**config.mk**
```make
export PLATFORM = sky130hd
export DESIGN_NAME = execute_muldiv_flat
export DESIGN_NICKNAME = d
export VERILOG_FILES = /design/src/rtl/execute_muldiv_pkg.sv /design/src/rtl/execute_muldiv_if.sv /design/src/rtl/execute_muldiv_datapath.sv /design/src/rtl/execute_muldiv.sv /design/src/flat_wrapper.sv
export SDC_FILE = /design/constraint.sdc
export NUM_CORES = 1
export LEC_CHECK = 0
export ABC_AREA = 1
export CAP_MARGIN = 5
export CORE_ASPECT_RATIO = 1.4
export CORE_MARGIN = 4
export CORE_UTILIZATION = 40
export CTS_BUF_LIST = sky130_fd_sc_hd__clkbuf_4 sky130_fd_sc_hd__clkbuf_8 sky130_fd_sc_hd__clkbuf_16
export CTS_CLUSTER_DIAMETER = 60
export DETAILED_ROUTE_END_ITERATION = 8
export SETUP_SLACK_MARGIN = 0.05
export SYNTH_ARGS = -nofsm -noshare
export SYNTH_HDL_FRONTEND = slang
export SYNTH_SLANG_ARGS = --single-unit
```
**constraint.sdc**
```tcl
create_clock -name clk -period 6.5 [get_ports clk]
set_clock_uncertainty 0.2 [all_clocks]
set_input_delay 1.3 -clock clk [delete_from_list [all_inputs] [get_ports clk]]
set_output_delay 1.3 -clock clk [all_outputs]
set_load 0.02 [all_outputs]
```
**src/rtl/execute_muldiv_pkg.sv**
```systemverilog
// ---------------------------------------------------------------------------
// muldiv_pkg
// Shared definitions for the execute-stage RV32M multiply/divide unit:
//   - muldiv_op_e : funct3 encodings of the M-extension ops
//   - state_e     : control FSM states
//   - DIV0_QUOT   : quotient returned for a divide by zero
//   - INT_MIN     : most negative 32-bit value (signed-overflow operand/result)
//   - neg_if      : conditional two's-complement negate
// ---------------------------------------------------------------------------
package muldiv_pkg;

    typedef enum logic [2:0] {
        MUL    = 3'b000,
        MULH   = 3'b001,
        MULHSU = 3'b010,
        MULHU  = 3'b011,
        DIV    = 3'b100,
        DIVU   = 3'b101,
        REM    = 3'b110,
        REMU   = 3'b111
    } muldiv_op_e;

    typedef enum logic [1:0] {
        IDLE = 2'd0,
        BUSY = 2'd1,
        DONE = 2'd2
    } state_e;

    localparam logic [31:0] DIV0_QUOT = 32'hFFFF_FFFF;
    localparam logic [31:0] INT_MIN   = 32'h8000_0000;

    function automatic logic [31:0] neg_if(input logic [31:0] v, input logic n);
        return n ? (32'd0 - v) : v;
    endfunction

endpackage

```
**src/rtl/execute_muldiv_if.sv**
```systemverilog
// ---------------------------------------------------------------------------
// execute_muldiv_if
// Execute-stage connection between the pipeline and the mul/div unit.
//   flush        : abort the operation in flight
//   valid_e      : execute-stage instruction valid
//   mul_sel_e    : execute-stage instruction is M-extension
//   funct3_e     : instr_e[14:12], op select
//   op_a, op_b   : forwarded rs1 / rs2
//   busy         : combinational stall request to the hazard unit
//   result       : registered result, valid while result_valid
//   result_valid : one-cycle result strobe
// master = pipeline side, slave = mul/div unit.
// ---------------------------------------------------------------------------
interface execute_muldiv_if #(
    parameter int DATA_WIDTH = 32
);
    logic                  flush;
    logic                  valid_e;
    logic                  mul_sel_e;
    logic [2:0]            funct3_e;
    logic [DATA_WIDTH-1:0] op_a;
    logic [DATA_WIDTH-1:0] op_b;
    logic                  busy;
    logic [DATA_WIDTH-1:0] result;
    logic                  result_valid;

    modport master (
        output flush, valid_e, mul_sel_e, funct3_e, op_a, op_b,
        input  busy, result, result_valid
    );

    modport slave (
        input  flush, valid_e, mul_sel_e, funct3_e, op_a, op_b,
        output busy, result, result_valid
    );
endinterface

```
**src/rtl/execute_muldiv_datapath.sv**
```systemverilog
// ---------------------------------------------------------------------------
// muldiv_datapath
// Iterative shift-add multiplier / restoring divider sharing one 64-bit
// accumulator {hi, lo} and a 32-bit operand register m.
//   clk, rst   : clock, synchronous active-high reset
//   start      : load magnitudes (lo <= a_mag, m <= b_mag, hi <= 0), cnt <= 0
//   step       : perform one iteration
//   finish     : abandon the operation (counter back to 0)
//   is_div     : operation type captured at start
//   a_mag      : multiplier / dividend magnitude
//   b_mag      : multiplicand / divisor magnitude
//   last       : the current step is the 32nd
//   hi_next    : accumulator high half after the current step (remainder)
//   lo_next    : accumulator low half after the current step (quotient)
// ---------------------------------------------------------------------------
module muldiv_datapath #(
    parameter int DATA_WIDTH = 32,
    parameter int CNT_WIDTH  = 5
) (
    input  logic                  clk,
    input  logic                  rst,
    input  logic                  start,
    input  logic                  step,
    input  logic                  finish,
    input  logic                  is_div,
    input  logic [DATA_WIDTH-1:0] a_mag,
    input  logic [DATA_WIDTH-1:0] b_mag,
    output logic                  last,
    output logic [DATA_WIDTH-1:0] hi_next,
    output logic [DATA_WIDTH-1:0] lo_next
);

    logic [DATA_WIDTH-1:0] hi, lo, m;
    logic [CNT_WIDTH-1:0]  cnt;
    logic                  div_q;

    logic [DATA_WIDTH:0]   add_sum;
    logic [DATA_WIDTH:0]   shifted;
    logic [DATA_WIDTH:0]   trial;
    logic                  ge;

    always_comb begin
        // Multiply: {hi,lo} holds the partial product with the remaining
        // multiplier bits in lo; add m when lo[0] is set, then shift right.
        add_sum = {1'b0, hi} + (lo[0] ? {1'b0, m} : '0);
        // Divide: shift the next dividend bit from lo into the remainder,
        // subtract the divisor in 33 bits, keep it if no borrow.
        shifted = {hi, lo[DATA_WIDTH-1]};
        trial   = shifted - {1'b0, m};
        ge      = (shifted >= {1'b0, m});
        if (div_q) begin
            hi_next = ge ? trial[DATA_WIDTH-1:0] : shifted[DATA_WIDTH-1:0];
            lo_next = {lo[DATA_WIDTH-2:0], ge};
        end else begin
            hi_next = add_sum[DATA_WIDTH:1];
            lo_next = {add_sum[0], lo[DATA_WIDTH-1:1]};
        end
        last = (cnt == '1);
    end

    always_ff @(posedge clk) begin
        if (rst) begin
            hi    <= '0;
            lo    <= '0;
            m     <= '0;
            cnt   <= '0;
            div_q <= 1'b0;
        end else if (start) begin
            hi    <= '0;
            lo    <= a_mag;
            m     <= b_mag;
            cnt   <= '0;
            div_q <= is_div;
        end else if (finish) begin
            cnt   <= '0;
        end else if (step) begin
            hi    <= hi_next;
            lo    <= lo_next;
            cnt   <= cnt + 1'b1;
        end
    end

endmodule

```
**src/rtl/execute_muldiv.sv**
```systemverilog
// ---------------------------------------------------------------------------
// execute_muldiv
// Iterative RV32M multiply/divide unit in the execute stage.
//   clk : clock
//   rst : synchronous, active-high reset
//   mdu : execute_muldiv_if.slave (flush, valid_e, mul_sel_e, funct3_e,
//         op_a, op_b in; busy, result, result_valid out)
// Normal ops take 32 iterations (busy for 33 cycles, result one cycle later);
// divide-by-zero and signed overflow complete in one cycle.
// ---------------------------------------------------------------------------
module execute_muldiv
    import muldiv_pkg::*;
#(
    parameter int DATA_WIDTH = 32,
    parameter int CNT_WIDTH  = 5
) (
    input  logic               clk,
    input  logic               rst,
    execute_muldiv_if.slave    mdu
);

    state_e                  state;
    muldiv_op_e              op, op_q;
    logic                    neg_q;
    logic                    result_valid_q;
    logic [DATA_WIDTH-1:0]   result_q;

    logic                    start, is_div_e, a_sgn, b_sgn, a_neg, b_neg, neg_e;
    logic                    fast, last;
    logic [DATA_WIDTH-1:0]   a_mag, b_mag, fast_res;
    logic [DATA_WIDTH-1:0]   hi_next, lo_next, quot_s, rem_s, final_res;
    logic [2*DATA_WIDTH-1:0] prod, prod_s;

    always_comb begin
        op       = muldiv_op_e'(mdu.funct3_e);
        start    = mdu.valid_e & mdu.mul_sel_e & (state == IDLE) & ~mdu.flush;
        is_div_e = mdu.funct3_e[2];
        a_sgn    = (op == MULH) | (op == MULHSU) | (op == DIV) | (op == REM);
        b_sgn    = (op == MULH) | (op == DIV) | (op == REM);
        a_neg    = a_sgn & mdu.op_a[DATA_WIDTH-1];
        b_neg    = b_sgn & mdu.op_b[DATA_WIDTH-1];
        // Remainder follows the dividend; product and quotient use the XOR.
        neg_e    = (op == REM) ? a_neg : (a_neg ^ b_neg);
        a_mag    = neg_if(mdu.op_a, a_neg);
        b_mag    = neg_if(mdu.op_b, b_neg);

        fast     = is_div_e & ((mdu.op_b == '0) |
                               (b_sgn & (mdu.op_a == INT_MIN) & (mdu.op_b == '1)));
        if (mdu.op_b == '0)
            fast_res = mdu.funct3_e[1] ? mdu.op_a : DIV0_QUOT;
        else
            fast_res = mdu.funct3_e[1] ? '0 : INT_MIN;

        // Final result is formed from the post-step accumulator so it can be
        // registered on the same edge as the last iteration.
        prod     = {hi_next, lo_next};
        prod_s   = neg_q ? ('0 - prod) : prod;
        quot_s   = neg_if(lo_next, neg_q);
        rem_s    = neg_if(hi_next, neg_q);
        case (op_q)
            MUL:                 final_res = prod_s[DATA_WIDTH-1:0];
            MULH, MULHSU, MULHU: final_res = prod_s[2*DATA_WIDTH-1:DATA_WIDTH];
            DIV, DIVU:           final_res = quot_s;
            REM, REMU:           final_res = rem_s;
            default:             final_res = '0;
        endcase
    end

    muldiv_datapath #(
        .DATA_WIDTH (DATA_WIDTH),
        .CNT_WIDTH  (CNT_WIDTH)
    ) u_datapath (
        .clk     (clk),
        .rst     (rst),
        .start   (start & ~fast),
        .step    (state == BUSY),
        .finish  (mdu.flush),
        .is_div  (is_div_e),
        .a_mag   (a_mag),
        .b_mag   (b_mag),
        .last    (last),
        .hi_next (hi_next),
        .lo_next (lo_next)
    );

    always_ff @(posedge clk) begin
        if (rst) begin
            state          <= IDLE;
            op_q           <= MUL;
            neg_q          <= 1'b0;
            result_q       <= '0;
            result_valid_q <= 1'b0;
        end else begin
            result_valid_q <= 1'b0;
            if (mdu.flush) begin
                state <= IDLE;
            end else begin
                case (state)
                    IDLE: begin
                        if (start) begin
                            op_q  <= op;
                            neg_q <= neg_e;
                            if (fast) begin
                                result_q       <= fast_res;
                                result_valid_q <= 1'b1;
                                state          <= DONE;
                            end else begin
                                state <= BUSY;
                            end
                        end
                    end
                    BUSY: begin
                        if (last) begin
                            result_q       <= final_res;
                            result_valid_q <= 1'b1;
                            state          <= DONE;
                        end
                    end
                    // Instruction is still presented here; leave without
                    // restarting so the pipeline can advance this edge.
                    DONE:    state <= IDLE;
                    default: state <= IDLE;
                endcase
            end
        end
    end

    assign mdu.busy         = (start | (state == BUSY)) & ~mdu.flush;
    assign mdu.result       = result_q;
    assign mdu.result_valid = result_valid_q;

endmodule

```
**src/flat_wrapper.sv**
```systemverilog
// flat-port wrapper written by rule: the top's interface ports become plain ports
module execute_muldiv_flat import muldiv_pkg::*;
#(
    parameter int DATA_WIDTH = 32,
    parameter int CNT_WIDTH  = 5
)
  (clk, rst, mdu_flush, mdu_valid_e, mdu_mul_sel_e, mdu_funct3_e, mdu_op_a, mdu_op_b, mdu_busy, mdu_result, mdu_result_valid);
  execute_muldiv_if #(.DATA_WIDTH(DATA_WIDTH)) mdu_i ();
  input  logic clk;
  input  logic rst;
  input wire logic [$bits(mdu_i.flush)-1:0] mdu_flush;
  input wire logic [$bits(mdu_i.valid_e)-1:0] mdu_valid_e;
  input wire logic [$bits(mdu_i.mul_sel_e)-1:0] mdu_mul_sel_e;
  input wire logic [$bits(mdu_i.funct3_e)-1:0] mdu_funct3_e;
  input wire logic [$bits(mdu_i.op_a)-1:0] mdu_op_a;
  input wire logic [$bits(mdu_i.op_b)-1:0] mdu_op_b;
  output wire logic [$bits(mdu_i.busy)-1:0] mdu_busy;
  output wire logic [$bits(mdu_i.result)-1:0] mdu_result;
  output wire logic [$bits(mdu_i.result_valid)-1:0] mdu_result_valid;
  assign mdu_i.flush = mdu_flush;
  assign mdu_i.valid_e = mdu_valid_e;
  assign mdu_i.mul_sel_e = mdu_mul_sel_e;
  assign mdu_i.funct3_e = mdu_funct3_e;
  assign mdu_i.op_a = mdu_op_a;
  assign mdu_i.op_b = mdu_op_b;
  assign mdu_busy = mdu_i.busy;
  assign mdu_result = mdu_i.result;
  assign mdu_result_valid = mdu_i.result_valid;
  execute_muldiv #(.DATA_WIDTH(DATA_WIDTH), .CNT_WIDTH(CNT_WIDTH)) u_core (.clk(clk), .rst(rst), .mdu(mdu_i));
endmodule
```
After elaboration in Yosys (flattened, before gate mapping)
Index checks and enable logic that the tools add are counted.
- equality and inequality tests: 19
- muxes and demuxes: 29
- reduce and logical (&&, ||, !) cells: 16
- $lt $le $gt $ge: 1
- add/subtract/negate cells: 8
- bitwise operators: 20
- operator list (kind ; number):
    $mux W32 ; 17
    $pmux W32 S4 ; 1
    $sub A1 B32 Y32 const A ; 4
    $eq A32 B32 Y1 const B ; 2
    $mux W64 ; 1
    $pmux W32 S2 ; 1
    $sub A1 B64 Y64 const A ; 1
    $add A32 B32 Y33 ; 1
    $ge A33 B32 Y1 ; 1
    $logic_not A32 Y1 ; 1
    $sub A32 B32 Y32 ; 1
    $eq A3 B3 Y1 const B ; 6
    $and A1 B1 Y1 ; 10
    $eq A3 B2 Y1 const B ; 3
    $ne A2 B1 Y1 const B ; 4
    $reduce_or A2 Y1 ; 4
    $or A1 B1 Y1 ; 7
    $eq A3 B1 Y1 const B ; 2
    $mux W2 ; 3
    $reduce_and A2 Y1 ; 3
    $reduce_or A3 Y1 ; 2
    $add A5 B1 Y5 const B ; 1
    $eq A5 B5 Y1 const B ; 1
    $reduce_and A5 Y1 ; 1
    other kinds (10) ; 15
- register bits after elaboration: 141
- bits of input ports: 72
- output and inout bits: 34
- word-level logic and storage cells: 103

Depth between registers and ports, before layout
Gate-level depths: netlist (run 1).
- word-level depth: 11
- depth in mapped cells: 34

Cells and area by module
From an unflattened synthesis (run 1), not the netlist that was laid out.
- cell total of the unflattened synthesis: 3263
- area total of the unflattened synthesis: 17309.1 um^2
- by module, submodules not included (module ; area an instance (um^2) ; cells each ; seq. area each (um^2) ; instances):
    muldiv_datapath ; 10047.1 ; 1810 ; 2042.0 ; 1
    execute_muldiv ; 7262.0 ; 1453 ; 780.7 ; 1

Worst setup path after synthesis (run 1)
OpenSTA, ideal clock, no wires.
- path type: flip-flop to flip-flop
- start: register u_core.u_datapath.m[22]
- end: register u_core.result_q[12], in the netlist u_core.mdu.result[12]
- path slack: 2.696 ns
- cell stages (with the launch flop): 32
- setup time: 0.070 ns
- arrival: 3.534 ns
- required time: 6.230 ns
- path through: dfxtp_1 inv_1 ha_1 nand2_1 inv_2 nand2_4 inv_2 a21oi_2 nor2_1 nor2_4 nand3_2 o21ai_2 ha_1 inv_1 nor3_2 nand2_1 nor2_2 nand2_1 nor3_2 nand3_1 nor2_1 nand2_1 nand2_2 inv_2 nand2_2 nand2_2 nor2_2 o21a_1 nand2_1 nand4_1 nand2_1 a21oi_1
- longest elaborated chain between the ends: 8
- RTL lines (item ; RTL line ; source):
    start, declared ; execute_muldiv_datapath.sv:33 ; logic [DATA_WIDTH-1:0] hi, lo, m;
    start signal, assigned ; execute_muldiv_datapath.sv:71 ; m <= b_mag;
    $ge A33 B32 Y1 (*) ; execute_muldiv_datapath.sv:50 ; ge = (shifted >= {1'b0, m});
    $mux W32 ; execute_muldiv_datapath.sv:52 ; hi_next = ge ? trial[DATA_WIDTH-1:0] : shifted[DATA_WIDTH-1:0];
    $mux W32 ; execute_muldiv_datapath.sv:51 ; if (div_q) begin
    $sub A1 B64 Y64 or $sub A1 B32 Y32 (tied branches) ; execute_muldiv.sv:57, execute_muldiv_pkg.sv:33 ;
    $mux W64 or $mux W32 (tied branches) ; execute_muldiv.sv:57, execute_muldiv_pkg.sv:33 ;
    $pmux W32 S4 (*) ; execute_muldiv.sv:60 ; case (op_q)
    $mux W32 (*) ; execute_muldiv.sv:113 ; if (last) begin
    $pmux W32 S2 (*) ; execute_muldiv.sv:98 ; case (state)
    end signal, assigned ; execute_muldiv.sv:104 ; result_q <= fast_res;
    end signal, assigned ; execute_muldiv.sv:114 ; result_q <= final_res;
    end, declared ; execute_muldiv.sv:26 ; logic [DATA_WIDTH-1:0] result_q;
Every way passes the cells marked *; elsewhere a longest branch is shown, timed or not. The select of a mux whose other input is x is not followed.
A chain may end at the register's enable or synchronous reset.

Worst setup path in the final report (run 1)
- start: input mdu_op_a[0]
- end: register u_core.u_datapath.lo[13]
- longest elaborated chain between the ends: 9
- RTL lines (item ; RTL line ; source):
    start, declared ; flat_wrapper.sv:15 ; input wire logic [$bits(mdu_i.op_a)-1:0] mdu_op_a;
    $eq A32 B32 Y1 ; execute_muldiv.sv:48 ; (b_sgn & (mdu.op_a == INT_MIN) & (mdu.op_b == '1)));
    $and A1 B1 Y1 (2 in a row) ; execute_muldiv.sv:48 ;
    $or A1 B1 Y1 ; execute_muldiv.sv:47 ; fast = is_div_e & ((mdu.op_b == '0) |
    $and A1 B1 Y1 ; execute_muldiv.sv:47 ;
    $not A1 Y1 ; execute_muldiv.sv:75 ; .start (start & ~fast),
    $and A1 B1 Y1 ; execute_muldiv.sv:75 ;
    $ne A2 B1 Y1 (no source line) or $reduce_bool A2 Y1 (tied branches) ; -- ;
    $reduce_and A2 Y1 (no source line) ; -- ;
    end signal, assigned ; execute_muldiv_datapath.sv:70 ; lo <= a_mag;
    end signal, assigned ; execute_muldiv_datapath.sv:78 ; lo <= lo_next;
    end, declared ; execute_muldiv_datapath.sv:33 ;
Parallel ways exist; a longest one is shown, timed or not.

==> key figures, run 1 <==
Detailed routing
  – Vias per cell: 5.61
  – Via count: 20,400
  – Drt pass-1 iters: 8
  – Drt first-iter violations: 1,643
  – Total wire length: 83,800 um
  – Routed Antenna Nets: 0
  – Drt drc: 0
  – WL per Instance: 23.1 um

Critical path
  – Critical path origin: mdu_op_a[0]
  – R2r setup slk: 1.38 ns
  – CP arrival: 5.32 ns
  – WS Path Type: in2reg
  – CP endpoint: u_core.u_datapath.lo[13]$_SDFFE_PP0P_
  – Reg-to-Reg End: u_core.mdu.result[20]$_SDFFE_PP0P_
  – Crit. End Element: flip-flop
  – CP Launch Type: input port
  – Worst-path fanout max: 63
  – RR Startpoint: u_core.u_datapath.hi[6]$_SDFFE_PP0P_
  – Worst endpoint required time: 6.62 ns
  – R2R cell count: 25

Pwr
  – Clock share of power: 33.2%
  – Switching Fraction: 43.0%
  – Cell Pwr Density: 170 nW/um2
  – Total Power: 3200 uW
  – Max IR drop VDD: 0.000195 V
  – Sequential group share of total power: 28.9%
  – P_leak: 0.00966 uW
  – Switching power: 1380 uW
  – Combinational share of power: 37.8%
  – Total internal power: 1830 uW

Clock tree
  – Cts hold-fix bufs: 0
  – Clk_lat worst skew: 0.47 ns
  – Clk root buf: clkbuf_16
  – CTS Buffer Depth: 2
  – Clock-pin slew on the worst setup and hold paths: 0.07 ns
  – CTS buffer count: 17
  – H-tree levels: 4
  – CTS tree: built
  – Clock sinks: 141
  – CTS resizes: 0
  – Setup Fix Bufs, Post-CTS: 0

Layout
  – N_diodes: 0
  – Fin nets: 3,226
  – Area grow syn2layout: 12.2%
  – Fin area: 18,900 um2
  – Layout cells sized above 1: 6.21%
  – Final std cells w/o fill: 3,634

Synthesis
  – Top cells by count, synth: nand2_1, inv_1, nor2_1
  – Seq cells post-synth: 141
  – Post-synth top area share: 18.5%
  – Number of distinct library cells after synthesis: 55
  – Cell Area, Synth: 16,800 um2
  – Dominant synthesized flop cell: dfxtp_1
  – Area leader, netlist: nand2_1
  – Syn_area_per_cell: 5.55 um2
  – Post-synth EDFFs: 0
  – Ys Warns: 0
  – Most common cell in the synthesized netlist: nand2_1
  – Post-synthesis sequential area ratio: 16.8%
  – Mapped Cells: 3,036
  – Synthesized net count: 3,181
  – Area contributors post-synth: nand2_1, dfxtp_1, inv_1
  – FFs w/ async S/R, synth: 0%

Placed design
  – Pre-CTS WS: 0.881 ns
  – Post-DP Area: 18,300 um2
  – Post-DP HPWL: 68,300 um
  – Cells after DPL: 3,602
  – RD Place Congestion: 1.06
  – Port bufs: 105

STA
  – Setup ws final: 1.30 ns
  – Final min period: 5.20 ns
  – Fmax: 0.192 GHz
  – RSZ-0062 raised after global routing: false
  – Final setup viols: 0
  – Slew headroom: 15.8%
  – Tightest Pin Transition: 1.25 ns
  – Setup TNS: 0 ns
  – Final number of hold-violating endpoints: 0
  – Max Slew Vio Count: 0
  – Final period utilization: 80.0%

Global routing
  – Largest net degree at the start of global routing: 70
  – First-pass GRT wire length: 123,000 um
  – Initial antenna violation count: 2
  – All-Layer GR Usage: 35.6%
  – Vias in the first global route: 19,700
  – GRT overflow: 0

Die
  – Ports: 106
  – Die width: 181 um
  – Cell Rows: 88
  – Starting density of the core: 40.7%
  – Core Area: 41,400 um2
  – Overall die area: 45,500 um2
  – Die height: 251 um

Hold path
  – HP Class: reg2reg

Run
  – Max cap viols: 0

Status
  – Status: finished, final reports clean
area by class of cell:
cell class	instances	area [um2]
clock inverter	15	185
multi-input combinational	2349	11900
fill	4731	22500
tap	540	676
sequential	141	2830
clock buffer	17	425
timing repair buffer	132	1250
inverter	440	1650
flip-flops by register name, indices dropped and copies added, names as in the netlist, 2 cells and up:
name and cells:
u_core.mdu.result 32, u_core.u_datapath.hi 32, u_core.u_datapath.lo 32, u_core.u_datapath.m 32
u_core.u_datapath.cnt 5, u_core.op_q 3, u_core.state 2
worst min path at each step:
stage                                                 end                                  start  slack (ns)  depth (start not counted)
floorplan           u_core.u_datapath.cnt[4]$_SDFFE_PP0P_  u_core.u_datapath.cnt[4]$_SDFFE_PP0P_        0.25                          2
CTS                 u_core.u_datapath.cnt[4]$_SDFFE_PP0P_  u_core.u_datapath.cnt[4]$_SDFFE_PP0P_        0.27                          2
finish               u_core.u_datapath.m[12]$_SDFFE_PP0P_   u_core.u_datapath.m[12]$_SDFFE_PP0P_        0.28                          2
global route        u_core.u_datapath.cnt[4]$_SDFFE_PP0P_  u_core.u_datapath.cnt[4]$_SDFFE_PP0P_        0.30                          2
global placement    u_core.u_datapath.cnt[4]$_SDFFE_PP0P_  u_core.u_datapath.cnt[4]$_SDFFE_PP0P_        0.25                          2
detailed placement  u_core.u_datapath.cnt[4]$_SDFFE_PP0P_  u_core.u_datapath.cnt[4]$_SDFFE_PP0P_        0.26                          2
power groups by stage:
stage | logic, uW | clock network (uW) | registers, uW
3_5_place_dp | 1190 | 0 | 945
2_1_floorplan | 792 | 0 | 922
6_report | 1210 | 1060 | 927
3_3_place_gp | 1180 | 0 | 945
5_1_grt | 1320 | 1110 | 928
4_1_cts | 1190 | 1080 | 925
per-stage QoR:
| step | hold slack, ns | util [%] |
|---|---|---|
| finish | 0.277 | 45.6 |
| global route | 0.300 | 45.6 |
| CTS | 0.272 | 45.6 |
| detailed placement | 0.261 | 44.1 |
| global placement | 0.252 | 44.1 |
| floorplan | 0.245 | - |
cell usage in the layout, fill, tap and decap left out, types with 58 or more instances in the layout:
cell,instances
nand4_1,58
dfxtp_1,139
o21ai_0,232
a21oi_1,216
clkdlybuf4s50_1,105
nand3_1,239
ha_1,71
inv_1,418
xor2_1,59
nand2_1,832
nor2_1,325
critical path: stages:
cell and delay (ns):
clkdlybuf4s50_1 0.46, inv_1 0.11, ha_1 0.17, nand2_1 0.05, nor2_1 0.12, nand3_1 0.11
nor3_1 0.54, nand2_1 0.19, nor2_1 0.21, nand4_1 0.11, o41ai_1 0.16, nand2_1 0.18
nand2_2 0.12, inv_2 0.38, nor2_2 0.20, buf_4 0.27, inv_1 0.31, o21ai_0 0.26
a21oi_1 0.06
kinds of logic after synthesis:
logic type / share of synthesized area (%)
flops: 16.8
simple gates: 42.2
fa+ha+maj: 5.51
xor+xnor: 4.73
mux: 0.0595
compound gates: 17.9
buf+inv: 12.8
routing by layer:
layer  wire length (um)  GRT usage (%)
met3               4220           4.53
met4               8610           29.8
met5                 16              0
met2              41900           64.5
met1              29100           36.0
(Power assumes the default switching activity.)
==> run 2: changes to the inputs <==
clock period = 4.5 ns   (was 6.5 ns; I/O delays follow)
==> key figures, run 2 (synthesis results as in run 1) <==
Status
  – Status: finished, final reports clean

Layout
  – Multi-input logic area: 12,200 um2
  – N_diodes: 0
  – # fillers: 4,507
  – Fin nets: 3,446
  – Commonest non-fill, non-tap cell in the layout: nand2_1
  – Fin util: 50.8%
  – Layout cells sized above 1: 14.5%
  – Register area: 2850 um2
  – Final std cells w/o fill: 3,854
  – Area grow syn2layout: 24.9%
  – Most frequent cells in the layout: nand2_1, inv_1, nor2_1, nand3_1, buf_4

Global routing
  – First-pass GRT wire length: 129,000 um
  – Largest net degree at the start of global routing: 70
  – Initial antenna violation count: 0
  – Vias in the first global route: 20,800
  – GRT overflow: 0
  – All-Layer GR Usage: 37.6%

Die
  – Core Area: 41,400 um2
  – Starting density of the core: 40.7%
  – Die width: 181 um
  – Ports: 106
  – Cell Rows: 88
  – Die height: 251 um
  – Overall die area: 45,500 um2

Detailed routing
  – Vias per cell: 5.62
  – Drt first-iter violations: 1,789
  – Routed Antenna Nets: 0
  – Drt pass-1 iters: 9
  – Via count: 21,700
  – Total wire length: 89,300 um
  – WL per Instance: 23.2 um
  – Drt drc: 0

Clock tree
  – Clock sinks: 141
  – Clk root buf: clkbuf_16
  – H-tree levels: 4
  – Clock-pin slew on the worst setup and hold paths: 0.07 ns
  – CTS tree: built
  – Cts hold-fix bufs: 0
  – CTS buffer count: 17
  – CTS Buffer Depth: 2
  – Clk_lat worst skew: 0.46 ns

Hold path
  – HP Class: reg2reg

Critical path
  – WS Path Type: reg2reg
  – Reg-to-Reg End: u_core.mdu.result[7]$_SDFFE_PP0P_
  – Crit. End Element: flip-flop
  – Cell mode on critical path: nand2_1
  – Slowest cell on the critical path: dfxtp_1
  – Crit path largest cell delay: 0.52 ns
  – CP Launch Type: flip-flop
  – R2R cell count: 23
  – R2r setup slk: 0.15 ns
  – CP endpoint: u_core.mdu.result[7]$_SDFFE_PP0P_
  – Worst endpoint required time: 4.65 ns
  – RR Startpoint: u_core.u_datapath.hi[28]$_SDFFE_PP0P_
  – Crit-path cells: ha_4 > nand2_2 > inv_1 > nand4_1 > nor2_1 > nand2_1 > nand2_2 > nor2_4 > buf_8 > nand2_4 > buf_4 > nand2_1 > nand3_1 > inv_1 > nand2_1 > nor2_2 > nand2_1 > nand2_1 > a21oi_1 > o21ai_1 > o211ai_1 > nand2_1 > a21oi_1
  – CP arrival: 4.50 ns
  – Worst-path fanout max: 33
  – Critical path origin: u_core.u_datapath.hi[28]$_SDFFE_PP0P_

Placed design
  – Cells after DPL: 3,821
  – Post-DP HPWL: 73,200 um
  – RD Place Congestion: 1.18
  – Port bufs: 105

Run
  – Max cap viols: 0

Pwr
  – Cell Pwr Density: 234 nW/um2
  – Max IR drop VDD: 0.000253 V
  – P_leak: 0.0108 uW

STA
  – Fmax: 0.230 GHz
  – Final period utilization: 96.6%
  – RSZ-0062 raised after global routing: true
  – Final setup viols: 0
  – Final number of hold-violating endpoints: 0
  – Slew headroom: 26.3%
  – Tightest Pin Transition: 1.09 ns
  – Max Slew Vio Count: 0
  – Final min period: 4.35 ns
-- run 2: cell count changes in the layout (fill, tap and decap cells not counted), sizes merged --
cell	before	now
buf	27	247
clkinv	6	8
clkinvlp	1	2
bufinv	2	3
inv	446	439
clkbuf	17	20
-- run 2: worst min-delay path by stage --
stage                                            endpoint                             startpoint  slack, ns  cells past startpoint
finish              u_core.u_datapath.cnt[4]$_SDFFE_PP0P_  u_core.u_datapath.cnt[4]$_SDFFE_PP0P_       0.27                      2
global route        u_core.u_datapath.cnt[4]$_SDFFE_PP0P_  u_core.u_datapath.cnt[4]$_SDFFE_PP0P_       0.30                      2
CTS                 u_core.u_datapath.cnt[4]$_SDFFE_PP0P_  u_core.u_datapath.cnt[4]$_SDFFE_PP0P_       0.28                      2
detailed placement  u_core.u_datapath.cnt[4]$_SDFFE_PP0P_  u_core.u_datapath.cnt[4]$_SDFFE_PP0P_       0.27                      2
global placement    u_core.u_datapath.cnt[4]$_SDFFE_PP0P_  u_core.u_datapath.cnt[4]$_SDFFE_PP0P_       0.25                      2
floorplan           u_core.u_datapath.cnt[4]$_SDFFE_PP0P_  u_core.u_datapath.cnt[4]$_SDFFE_PP0P_       0.25                      2
-- run 2: area by class of cell --
type | instances | area share (%)
multi-input cells | 2349 | 58.0
repair buffers | 352 | 14.4
flip-flops and latches | 141 | 13.6
inverters | 440 | 7.86
well taps | 540 | 3.21
clock buffers | 20 | 2.16
clock inverters | 12 | 0.762
-- run 2: critical path, delay by kind of cell (launching register included) --
kind                       cells  cell delay (ns)
and+or+nand+nor               14             1.89
adders and majority gates      1             0.28
AOI/OAI and AO/OA              4             0.56
buffers and inverters          4             0.76
DFF                            1             0.52
-- run 2: where the power goes --
group | internal [uW] | leakage, uW | switching, uW
logic | 697 | 0.00937 | 1320
clock network | 906 | 0.000299 | 670
registers | 1290 | 0.00115 | 39.6
-- run 2: through the flow --
| step | setup slack (ns) | hold WS, ns | cell area [um2] | power (uW) | TNS, ns |
|---|---|---|---|---|---|
| final | 0.152 | 0.275 | 21000 | 4920 | 0 |
| after global routing | 0.0361 | 0.297 | 21000 | 5130 | 0 |
| after CTS | 0.0761 | 0.280 | 20700 | 4860 | 0 |
| after detailed placement | -0.0516 | 0.270 | 20000 | 3280 | -0.140 |
| after global placement | -0.106 | 0.254 | 20000 | 3280 | -0.366 |
| after floorplan | 0.696 | 0.245 | 16800 | 2470 | 0 |
-- run 2: what timing repair did --
| action | 4_1_cts | 5_1_grt |
|---|---|---|
| pin swaps | 0 | 6 |
| endpoints found under the setup margin | 11 | 31 |
| setup buffers | 0 | 1 |
| gates resized for setup | 3 | 77 |
-- run 2: per-layer routing --
layer	global-route usage [%]	part of all wire, %
met2	65.5	48
met4	35.2	12
met5	0	0
met1	38.9	35
met3	4.66	5.2
